`src/rtl/gyro_pkg.sv`:
```
// Gyro integrator shared types, constants and parameter defaults.
// Optional bias calibration is compiled in with GYRO_BIAS_CAL_EN.
package gyro_pkg;

  localparam int DEG360 = 360;

  localparam int          NUM_CH_DEF      = 3;
  localparam int          IN_W_DEF        = 16;
  localparam int          WINDOW_LOG2_DEF = 20;
  localparam int unsigned SCALE_MULT_DEF  = 43;
  localparam int          SCALE_SHIFT_DEF = 24;
  localparam int          FRAC_W_DEF      = 8;

  typedef enum logic [2:0] {
    ST_ACCUM,
    ST_SCALE,
    ST_WRAP,
    ST_PUBLISH
`ifdef GYRO_BIAS_CAL_EN
    ,
    ST_CAL
`endif
  } state_e;

endpackage

```
`src/rtl/gyro_channel.sv`:
```
// One rate channel: accumulate, scale, saturate, wrap, publish.
// Bias is loaded only when the top enables calibration (GYRO_BIAS_CAL_EN).
module gyro_channel
  import gyro_pkg::*;
#(
  parameter int          IN_W        = IN_W_DEF,
  parameter int          WINDOW_LOG2 = WINDOW_LOG2_DEF,
  parameter int unsigned SCALE_MULT  = SCALE_MULT_DEF,
  parameter int          SCALE_SHIFT = SCALE_SHIFT_DEF,
  parameter int          FRAC_W      = FRAC_W_DEF
) (
  input  logic            clk_i,
  input  logic            rst_ni,
  input  logic            acc_clr_i,
  input  logic            acc_en_i,
  input  logic            cal_mode_i,
  input  logic            bias_ld_i,
  input  logic            scale_en_i,
  input  logic            wrap_en_i,
  input  logic            pub_en_i,
  input  logic [IN_W-1:0] rate_i,
  output logic [8:0]      deg_o
);

  localparam int AW   = IN_W + WINDOW_LOG2 + 1;
  localparam int BW   = IN_W + 1;
  localparam int PW   = AW + 33;
  localparam int AGW  = FRAC_W + 9;
  localparam int DW   = FRAC_W + 10;
  localparam int FULL = DEG360 << FRAC_W;

  localparam logic signed [PW-1:0] MULT_S = $signed(PW'(SCALE_MULT));
  localparam logic signed [PW-1:0] LIM    = PW'(FULL - 1);
  localparam logic signed [PW-1:0] NLIM   = -LIM;
  localparam logic signed [DW-1:0] DLIM   = DW'(FULL - 1);
  localparam logic signed [DW:0]   FULL_S = (DW + 1)'(FULL);

  logic signed [AW-1:0] acc_q, acc_d, acc_nxt;
  logic signed [BW-1:0] bias_q, bias_d;
  logic signed [DW-1:0] delta_q, delta_d;
  logic [AGW-1:0]       ang_q, ang_d;
  logic [8:0]           deg_q, deg_d;
  logic signed [PW-1:0] prod, shf;
  logic signed [DW:0]   sum, wrapped;
  logic signed [IN_W-1:0] rate_s;

  assign rate_s = $signed(rate_i);

  // Window accumulator and bias capture from the final calibration sum
  always_comb begin
    if (cal_mode_i) begin
      acc_nxt = acc_q + AW'(rate_s);
    end else begin
      acc_nxt = acc_q + AW'(rate_s) - AW'(bias_q);
    end
    acc_d = acc_q;
    if (acc_clr_i) begin
      acc_d = '0;
    end else if (acc_en_i) begin
      acc_d = acc_nxt;
    end
    bias_d = bias_q;
    if (bias_ld_i) begin
      bias_d = BW'(acc_nxt >>> WINDOW_LOG2);
    end
  end

  // Scale the window sum to fixed-point degrees, clamped below one turn
  always_comb begin
    prod = PW'(acc_q) * MULT_S;
    shf  = prod >>> SCALE_SHIFT;
    if (shf > LIM) begin
      delta_d = DLIM;
    end else if (shf < NLIM) begin
      delta_d = -DLIM;
    end else begin
      delta_d = DW'(shf);
    end
  end

  // Add delta to angle and fold back once into [0, 360)
  always_comb begin
    sum = $signed({2'b00, ang_q}) + (DW + 1)'(delta_q);
    if (sum[DW]) begin
      wrapped = sum + FULL_S;
    end else if (sum >= FULL_S) begin
      wrapped = sum - FULL_S;
    end else begin
      wrapped = sum;
    end
    ang_d = wrap_en_i ? AGW'(wrapped) : ang_q;
    deg_d = pub_en_i ? ang_q[AGW-1:FRAC_W] : deg_q;
  end

  // Channel state registers
  always_ff @(posedge clk_i) begin
    if (!rst_ni) begin
      acc_q   <= '0;
      bias_q  <= '0;
      delta_q <= '0;
      ang_q   <= '0;
      deg_q   <= '0;
    end else begin
      acc_q  <= acc_d;
      bias_q <= bias_d;
      if (scale_en_i) begin
        delta_q <= delta_d;
      end
      ang_q <= ang_d;
      deg_q <= deg_d;
    end
  end

  assign deg_o = deg_q;

endmodule

```
`src/rtl/gyro_integrator.sv`:
```
// Multi-channel gyro rate integrator with wrapped whole-degree output.
// Define GYRO_BIAS_CAL_EN to build the bias calibration state.
module gyro_integrator
  import gyro_pkg::*;
#(
  parameter int          NUM_CH      = NUM_CH_DEF,
  parameter int          IN_W        = IN_W_DEF,
  parameter int          WINDOW_LOG2 = WINDOW_LOG2_DEF,
  parameter int unsigned SCALE_MULT  = SCALE_MULT_DEF,
  parameter int          SCALE_SHIFT = SCALE_SHIFT_DEF,
  parameter int          FRAC_W      = FRAC_W_DEF
) (
  input  logic                   clk_100mhz,
  input  logic                   rst_n_in,
  input  logic                   sample_valid,
  input  logic [NUM_CH*IN_W-1:0] rate_in,
  input  logic                   cal_start,
  output logic [NUM_CH*9-1:0]    angle_out,
  output logic                   angle_valid,
  output logic                   overrun,
  output logic                   cal_done
);

  localparam int CW = WINDOW_LOG2;

  state_e        state_q;
  logic [CW-1:0] cnt_q;
  logic          in_cal, cal_go, accept, last, drop;
  logic          acc_clr;

`ifdef GYRO_BIAS_CAL_EN
  assign in_cal = (state_q == ST_CAL);
  assign cal_go = cal_start && (state_q == ST_ACCUM);
`else
  logic cal_unused;
  assign cal_unused = cal_start;
  assign in_cal = 1'b0;
  assign cal_go = 1'b0;
`endif

  assign accept = sample_valid &&
                  (((state_q == ST_ACCUM) && !cal_go) || in_cal);
  assign last    = accept && (&cnt_q);
  assign drop    = state_q inside {ST_SCALE, ST_WRAP, ST_PUBLISH};
  assign acc_clr = (state_q == ST_PUBLISH) || cal_go || (in_cal && last);

  // Shared sequencer: window count, phase, and registered status pulses
  always_ff @(posedge clk_100mhz) begin
    if (!rst_n_in) begin
      state_q     <= ST_ACCUM;
      cnt_q       <= '0;
      angle_valid <= 1'b0;
      overrun     <= 1'b0;
      cal_done    <= 1'b0;
    end else begin
      angle_valid <= 1'b0;
      cal_done    <= 1'b0;
      if (sample_valid && drop) begin
        overrun <= 1'b1;
      end
      unique case (state_q)
        ST_ACCUM: begin
          if (cal_go) begin
            cnt_q <= '0;
`ifdef GYRO_BIAS_CAL_EN
            state_q <= ST_CAL;
`endif
          end else if (accept) begin
            cnt_q <= cnt_q + CW'(1);
            if (last) begin
              state_q <= ST_SCALE;
            end
          end
        end
        ST_SCALE: state_q <= ST_WRAP;
        ST_WRAP:  state_q <= ST_PUBLISH;
        ST_PUBLISH: begin
          angle_valid <= 1'b1;
          cnt_q       <= '0;
          state_q     <= ST_ACCUM;
        end
`ifdef GYRO_BIAS_CAL_EN
        ST_CAL: begin
          if (accept) begin
            cnt_q <= cnt_q + CW'(1);
            if (last) begin
              cal_done <= 1'b1;
              state_q  <= ST_ACCUM;
            end
          end
        end
`endif
        default: state_q <= ST_ACCUM;
      endcase
    end
  end

  for (genvar c = 0; c < NUM_CH; c++) begin : g_ch
    gyro_channel #(
      .IN_W       (IN_W),
      .WINDOW_LOG2(WINDOW_LOG2),
      .SCALE_MULT (SCALE_MULT),
      .SCALE_SHIFT(SCALE_SHIFT),
      .FRAC_W     (FRAC_W)
    ) u_ch (
      .clk_i     (clk_100mhz),
      .rst_ni    (rst_n_in),
      .acc_clr_i (acc_clr),
      .acc_en_i  (accept),
      .cal_mode_i(in_cal),
      .bias_ld_i (in_cal && last),
      .scale_en_i(state_q == ST_SCALE),
      .wrap_en_i (state_q == ST_WRAP),
      .pub_en_i  (state_q == ST_PUBLISH),
      .rate_i    (rate_in[c*IN_W +: IN_W]),
      .deg_o     (angle_out[c*9 +: 9])
    );
  end

endmodule

```
`config.mk`:
```
export PLATFORM = sky130hd
export DESIGN_NAME = gyro_integrator
export DESIGN_NICKNAME = d
export VERILOG_FILES = /design/src/rtl/gyro_pkg.sv /design/src/rtl/gyro_channel.sv /design/src/rtl/gyro_integrator.sv
export SDC_FILE = /design/constraint.sdc
export NUM_CORES = 2
export LEC_CHECK = 0
export ABC_AREA = 1
export BUFFER_PORTS_ARGS = -buffer_cell sky130_fd_sc_hd__buf_2
export CELL_PAD_IN_SITES_DETAIL_PLACEMENT = 0
export CELL_PAD_IN_SITES_GLOBAL_PLACEMENT = 1
export CORE_ASPECT_RATIO = 0.8
export CORE_UTILIZATION = 44
export CTS_CLUSTER_DIAMETER = 30
export DETAILED_ROUTE_END_ITERATION = 10
export PLACE_DENSITY = 0.77
export SETUP_SLACK_MARGIN = 0.4
export SYNTH_ARGS = -nofsm -noshare
export SYNTH_HDL_FRONTEND = slang
export SYNTH_SLANG_ARGS = --single-unit
```
`constraint.sdc`:
```
create_clock -name clk_100mhz -period 10.3 [get_ports clk_100mhz]
set_clock_uncertainty 0.05 [all_clocks]
set_input_delay 2.06 -clock clk_100mhz [delete_from_list [all_inputs] [get_ports clk_100mhz]]
set_output_delay 2.06 -clock clk_100mhz [all_outputs]
set_load 0.05 [all_outputs]
```
# Word level (Yosys, flattened, before mapping)
# Cells that the tools add are included.
# word_totals
regBits	268
out_inout_bits	30
wordCells	75
# classes
add_sub_neg	13
multipliers	3
n_lt_le_gt_ge	9
eq_ne	5
mux	18
bitwise	1
reduce_logical	10
# op_table
op	count
37-bit by 7-bit multiplier with 44-bit output (second input constant)	3
37-bit by 16-bit adder with 37-bit output	3
18-bit 2-to-1 mux	6
17-bit 2-to-1 mux	6
20-bit by 18-bit greater-than comparator with 1-bit output (second input constant)	3
20-bit by 18-bit < comparator with 1-bit output (second input constant)	3
18-bit by 18-bit adder with 19-bit output	3
19-bit by 18-bit >= comparator with 1-bit output (second input constant)	3
17-bit adder (second input constant)	3
17-bit subtractor (second input constant)	3
20-bit case mux with 2 select lines	1
20-bit by 1-bit adder with 20-bit output (second input constant)	1
20-bit 2-to-1 mux	1
20-bit AND reduction	1
3-bit case mux with 3 select lines	1
3-bit by 2-bit equality test with 1-bit output (second input constant)	2
3-bit 2-to-1 mux	2
2-bit inequality test (second input constant)	2
2-bit AND reduction	2
3-bit by 1-bit equality test with 1-bit output (second input constant)	1
1-bit logical AND	3
3-bit zero test	1
3-bit nonzero test	1
2-bit nonzero test	1
3 further kinds	3

# Longest topological paths before layout
# logic_depth
depth_word	6
depth_mapped	29
mapped_depth_nobuf	29

# Hierarchy
# From an unflattened synthesis, not the netlist that was laid out.
# unflattened
hier_cells	7714
hier_area_um2	48580.3
# by_module_without_submodules
module	n_inst	cells_each	area_each_um2	seq_area_each_um2
gyro_channel at g_ch[0].u_ch	1	2575	15920.3	1961.9
gyro_channel at g_ch[1].u_ch	1	2460	15671.3	1961.9
gyro_channel at g_ch[2].u_ch	1	2486	15616.2	1961.9
gyro_integrator	1	193	1372.6	480.5

# Worst setup path before layout
# Ideal clock, no wire load.
# synth_path
path_type	input -> register
start	in rate_in[16]
end	reg g_ch[1].u_ch.acc_q[26]
setup_time_ns	0.116
t_arrival_ns	4.274
t_required_ns	10.134
setup_slack_ns	5.860
stages	17
n_path_buf	0
cell_sequence	ha_1 inv_1 fa_1 inv_1 nand3_1 nand2_1 nand2_1 nand2_1 a21oi_1 o21ai_0 a21oi_1 o21a_1 o21ai_0 and2_1 o21ai_0 o211ai_1 inv_1
# synth_via
elab_chain_cells	1
# synth_rtl
element	line_no	source
start: declaration	gyro_integrator.sv:16	input logic [NUM_CH*IN_W-1:0] rate_in,
37-bit by 16-bit adder with 37-bit output	gyro_channel.sv:54	acc_nxt = acc_q + AW'(rate_s) - AW'(bias_q);
end signal: assignment	gyro_channel.sv:98	acc_q <= '0;
end signal: assignment	gyro_channel.sv:104	acc_q <= acc_d;
end: declaration	gyro_channel.sv:38	logic signed [AW-1:0] acc_q, acc_d, acc_nxt;
# Every way passes these cells.
# A chain may end at the register's enable or synchronous reset.

# Worst setup path after layout
# layout_path
start	reg g_ch[0].u_ch.acc_q[35]
end	reg g_ch[0].u_ch.delta_q[0]
# layout_via
elab_chain_cells	4
# layout_rtl
element	line_no	source
start: declaration	gyro_channel.sv:38	
start signal: assignment	gyro_channel.sv:98	
start signal: assignment	gyro_channel.sv:104	
37-bit by 7-bit multiplier with 44-bit output (*)	gyro_channel.sv:70	prod = PW'(acc_q) * MULT_S;
20-bit by 18-bit < comparator with 1-bit output	gyro_channel.sv:74	end else if (shf < NLIM) begin
18-bit 2-to-1 mux	gyro_channel.sv:74	
18-bit 2-to-1 mux (*)	gyro_channel.sv:72	if (shf > LIM) begin
end signal: assignment	gyro_channel.sv:107	delta_q <= delta_d;
end: declaration	gyro_channel.sv:40	logic signed [DW-1:0] delta_q, delta_d;
# Every way passes the cells marked *; elsewhere a longest branch is shown, timed or not.

==> flow_summary.yaml <==
run_status:
  status: "complete, no violations"
setup_path:
  cp.arrival_ns: 6.16
  cp-start-kind: "flop"
  path_cells: "inv_1, ha_1, inv_1, ha_1, inv_1, fa_1, inv_1, fa_1, ha_1, nand2_1, nor2_1, nand2_1, nor2_1, nand4_1, nand3_1, nand2_1, nand2_1, nand2_1, nand2_1, nand2_1, a21oi_2, nand3_1, nand2_1, inv_1"
  r2r_start: "g_ch[0].u_ch.acc_q[35]"
  crit_fanout: 17
  end_kind: "flop"
  slowest_stage: "a21oi_2"
  required_ns: 10.76
  crit_top_cell: "nand2_1"
  r2r_slack_ns: 4.60
  startpoint: "g_ch[0].u_ch.acc_q[35]"
  r2r_end: "g_ch[0].u_ch.delta_q[0]"
  max_stage_delay_ns: 0.82
  reg2regPathDepth: 24
  crit_type: "reg -> reg"
finish:
  ff_latch_area_mm2: 0.00535
  multi_input_area_mm2: 0.0266
  n_antenna_cell: 0
  area_growth_pct: 11.5
  nNetsFinal: 6486
  final_cells: 6870
  drive_above_1_share_pct: 4.86
  n_fill_cell: 8749
global_routing:
  grt_antenna_before_repair: 1
  grt_pass1_wl_um: 169000
  track_usage_pct: 24.2
  overflow: 0
  grt_pass1_vias: 33033
  grt_max_degree: 81
floorplanning:
  die_w_um: 325
  top_level_ports: 82
  core_area_mm2: 0.0824
  num_rows: 94
  die_area_mm2: 0.0847
  start_util_pct: 44.6
  die_h_um: 261
yosys:
  syn_nets: 6399
  yosysSeqAreaShare_pct: 14.5
  synth_top_area_cell: "ha_1"
  synth_cells: 5619
  syn_area_per_cell_um2: 6.54
  yosysTopAreaCellShare_pct: 17.5
  synthTopCellsByArea: "ha_1 (18%), dfxtp_1 (15%), nand2_1 (13%)"
  netlist_area_mm2: 0.0368
  synth_warnings: 0
  synth_cell_types: 57
  ys_seq_elements: 267
worst_hold_path:
  whs_path_depth: 2
  hold_class: "reg -> reg"
  whs_endpoint: "g_ch[2].u_ch.deg_o[0]"
  hold_start: "g_ch[2].u_ch.deg_o[0]"
clocking:
  cts-hold-fix-buffers: 0
  clock_latency_ns: 0.62
  cts_tree: "yes"
  cts_max_path_buffers: 3
  cts_setup_buffers: 0
  cts_root_buffer: "clkbuf_16"
  cts_inserted_buffers: 76
  clk_pin_slew_ns: 0.05
  cts_resized: 0
  clock_sinks: 267
  htreeDepth: 3
detailed_routing:
  drtIter0Drc: 1920
  wl_met1_um: 54000
  finalWirelength_um: 102000
  highest_layer: "met5"
  wl_per_cell_um: 14.8
  wl_met2_um: 41700
  vias: 34357
  via_per_inst: 5.00
  met3WireLength_um: 4040
  drc: 0
  ant_nets: 0
  drtPass1Iterations: 5
timing:
  rsz0062_at_grt: "no"
  finalSetupTns_ns: 0
  maxSlewHeadroom_pct: 21.0
  period_share_pct: 55.3
  period_needed_ns: 5.70
  slew_viol_final: 0
  fmax_mhz: 175
  setup_ws_ns: 4.60
  tightest_slew_ns: 1.18
  hold_viol_final: 0
  setup_violations: 0
run:
  max_cap_violations: 0
place:
  dpl.hpwl_um: 83200
  dp_slack_ns: 4.63
  gp_congestion: 0.911
  numPortBuffers: 79
  dp.cells: 6732
cells in the final DEF (no fill, tap or decap), drive strengths merged, types with 22 or more instances in the layout:
master,n
a21oi,490
a31oi,38
buf,87
clkbuf,95
clkinv,22
dfxtp,267
fa,213
ha,515
inv,1196
nand2,1254
nand3,252
nand3b,27
nand4,54
nor2,524
nor3,42
o211ai,38
o21ai,344
o21bai,33
xnor2,46
xor2,85
cells by family (layout without fill, tap and decap cells):
logic type / count (synthesis) / after routing / share of synthesized area [%]
flops: 267 / 267 / 14.5
other cells: 1 / 1 / 0.0102
xor+xnor: 131 / 131 / 3.18
compound gates: 1028 / 1028 / 15.5
fa+ha+maj: 728 / 728 / 29.1
simple gates: 2194 / 2194 / 24.6
buf+inv: 1270 / 1417 / 13.1
how the worst max path moves through the flow:
stage	end	slack, ns	cells after the start
after detailed placement	g_ch[0].u_ch.delta_q[0]	4.63	24
after global routing	g_ch[0].u_ch.delta_q[0]	4.14	24
after floorplan	g_ch[1].u_ch.acc_q[26]	5.86	17
after CTS	g_ch[0].u_ch.delta_q[0]	4.60	24
after global placement	g_ch[0].u_ch.delta_q[0]	4.68	24
final	g_ch[0].u_ch.delta_q[0]	4.60	24
sequential cells by signal, summed over array words and instances, names as in the netlist:
signal / cells
angle_valid: 1
cnt_q: 20
g_ch.u_ch.acc_q: 111
g_ch.u_ch.ang_q: 51
g_ch.u_ch.deg_o: 27
g_ch.u_ch.delta_q: 54
overrun: 1
state_q: 2
metrics by stage:
stage / hold WS (ns) / instance area [µm²] / util [%]
floorplan: 0.387 / 36800 / -
global placement: 0.376 / 38300 / 46.4
detailed placement: 0.379 / 38300 / 46.4
CTS: 0.393 / 41000 / 49.7
global route: 0.419 / 41000 / 49.7
finish: 0.386 / 41000 / 49.7
critical path, delay by kind of cell, from the launching register on:
kind,cells,cell delay [ns]
simple gates,13,1.79
compound gates,1,0.82
flops,1,0.51
fa+ha+maj,5,2.08
buf+inv,5,0.36
layer usage:
metal	vias up	track usage, %
met5	-	0
met1	15569	35.8
li1	18129	-
met2	540	37.4
met3	117	2.84
met4	2	5.24
layout make-up:
cell class,instances,share of cell area [%]
Tap cell,1104,3.37
Clock buffer,95,5.16
Inverter,1192,10.9
Multi-Input combinational cell,4082,64.9
Clock inverter,43,1.47
Sequential cell,267,13.0
Timing Repair Buffer,87,1.11
cell usage after synthesis, drive strengths merged:
master / n
a211oi: 6
a21boi: 20
a21o: 14
a21oi: 490
a22o: 9
a31oi: 38
and2: 7
and3: 2
buf: 18
clkbuf: 59
clkinv: 3
conb: 1
dfxtp: 267
dlygate4sd3: 1
fa: 213
ha: 515
inv: 1189
nand2: 1254
nand3: 252
nand3b: 27
nand4: 54
nor2: 524
nor3: 42
nor3b: 1
nor4: 17
o211a: 1
o211ai: 38
o21a: 15
o21ai: 344
o21bai: 33
o221ai: 11
o22ai: 3
o31ai: 6
or2: 14
xnor2: 46
xor2: 85
Power is left out: the tool's default activity adds up to more than one toggle a clock period on the data nets, which glitch-free logic cannot reach.
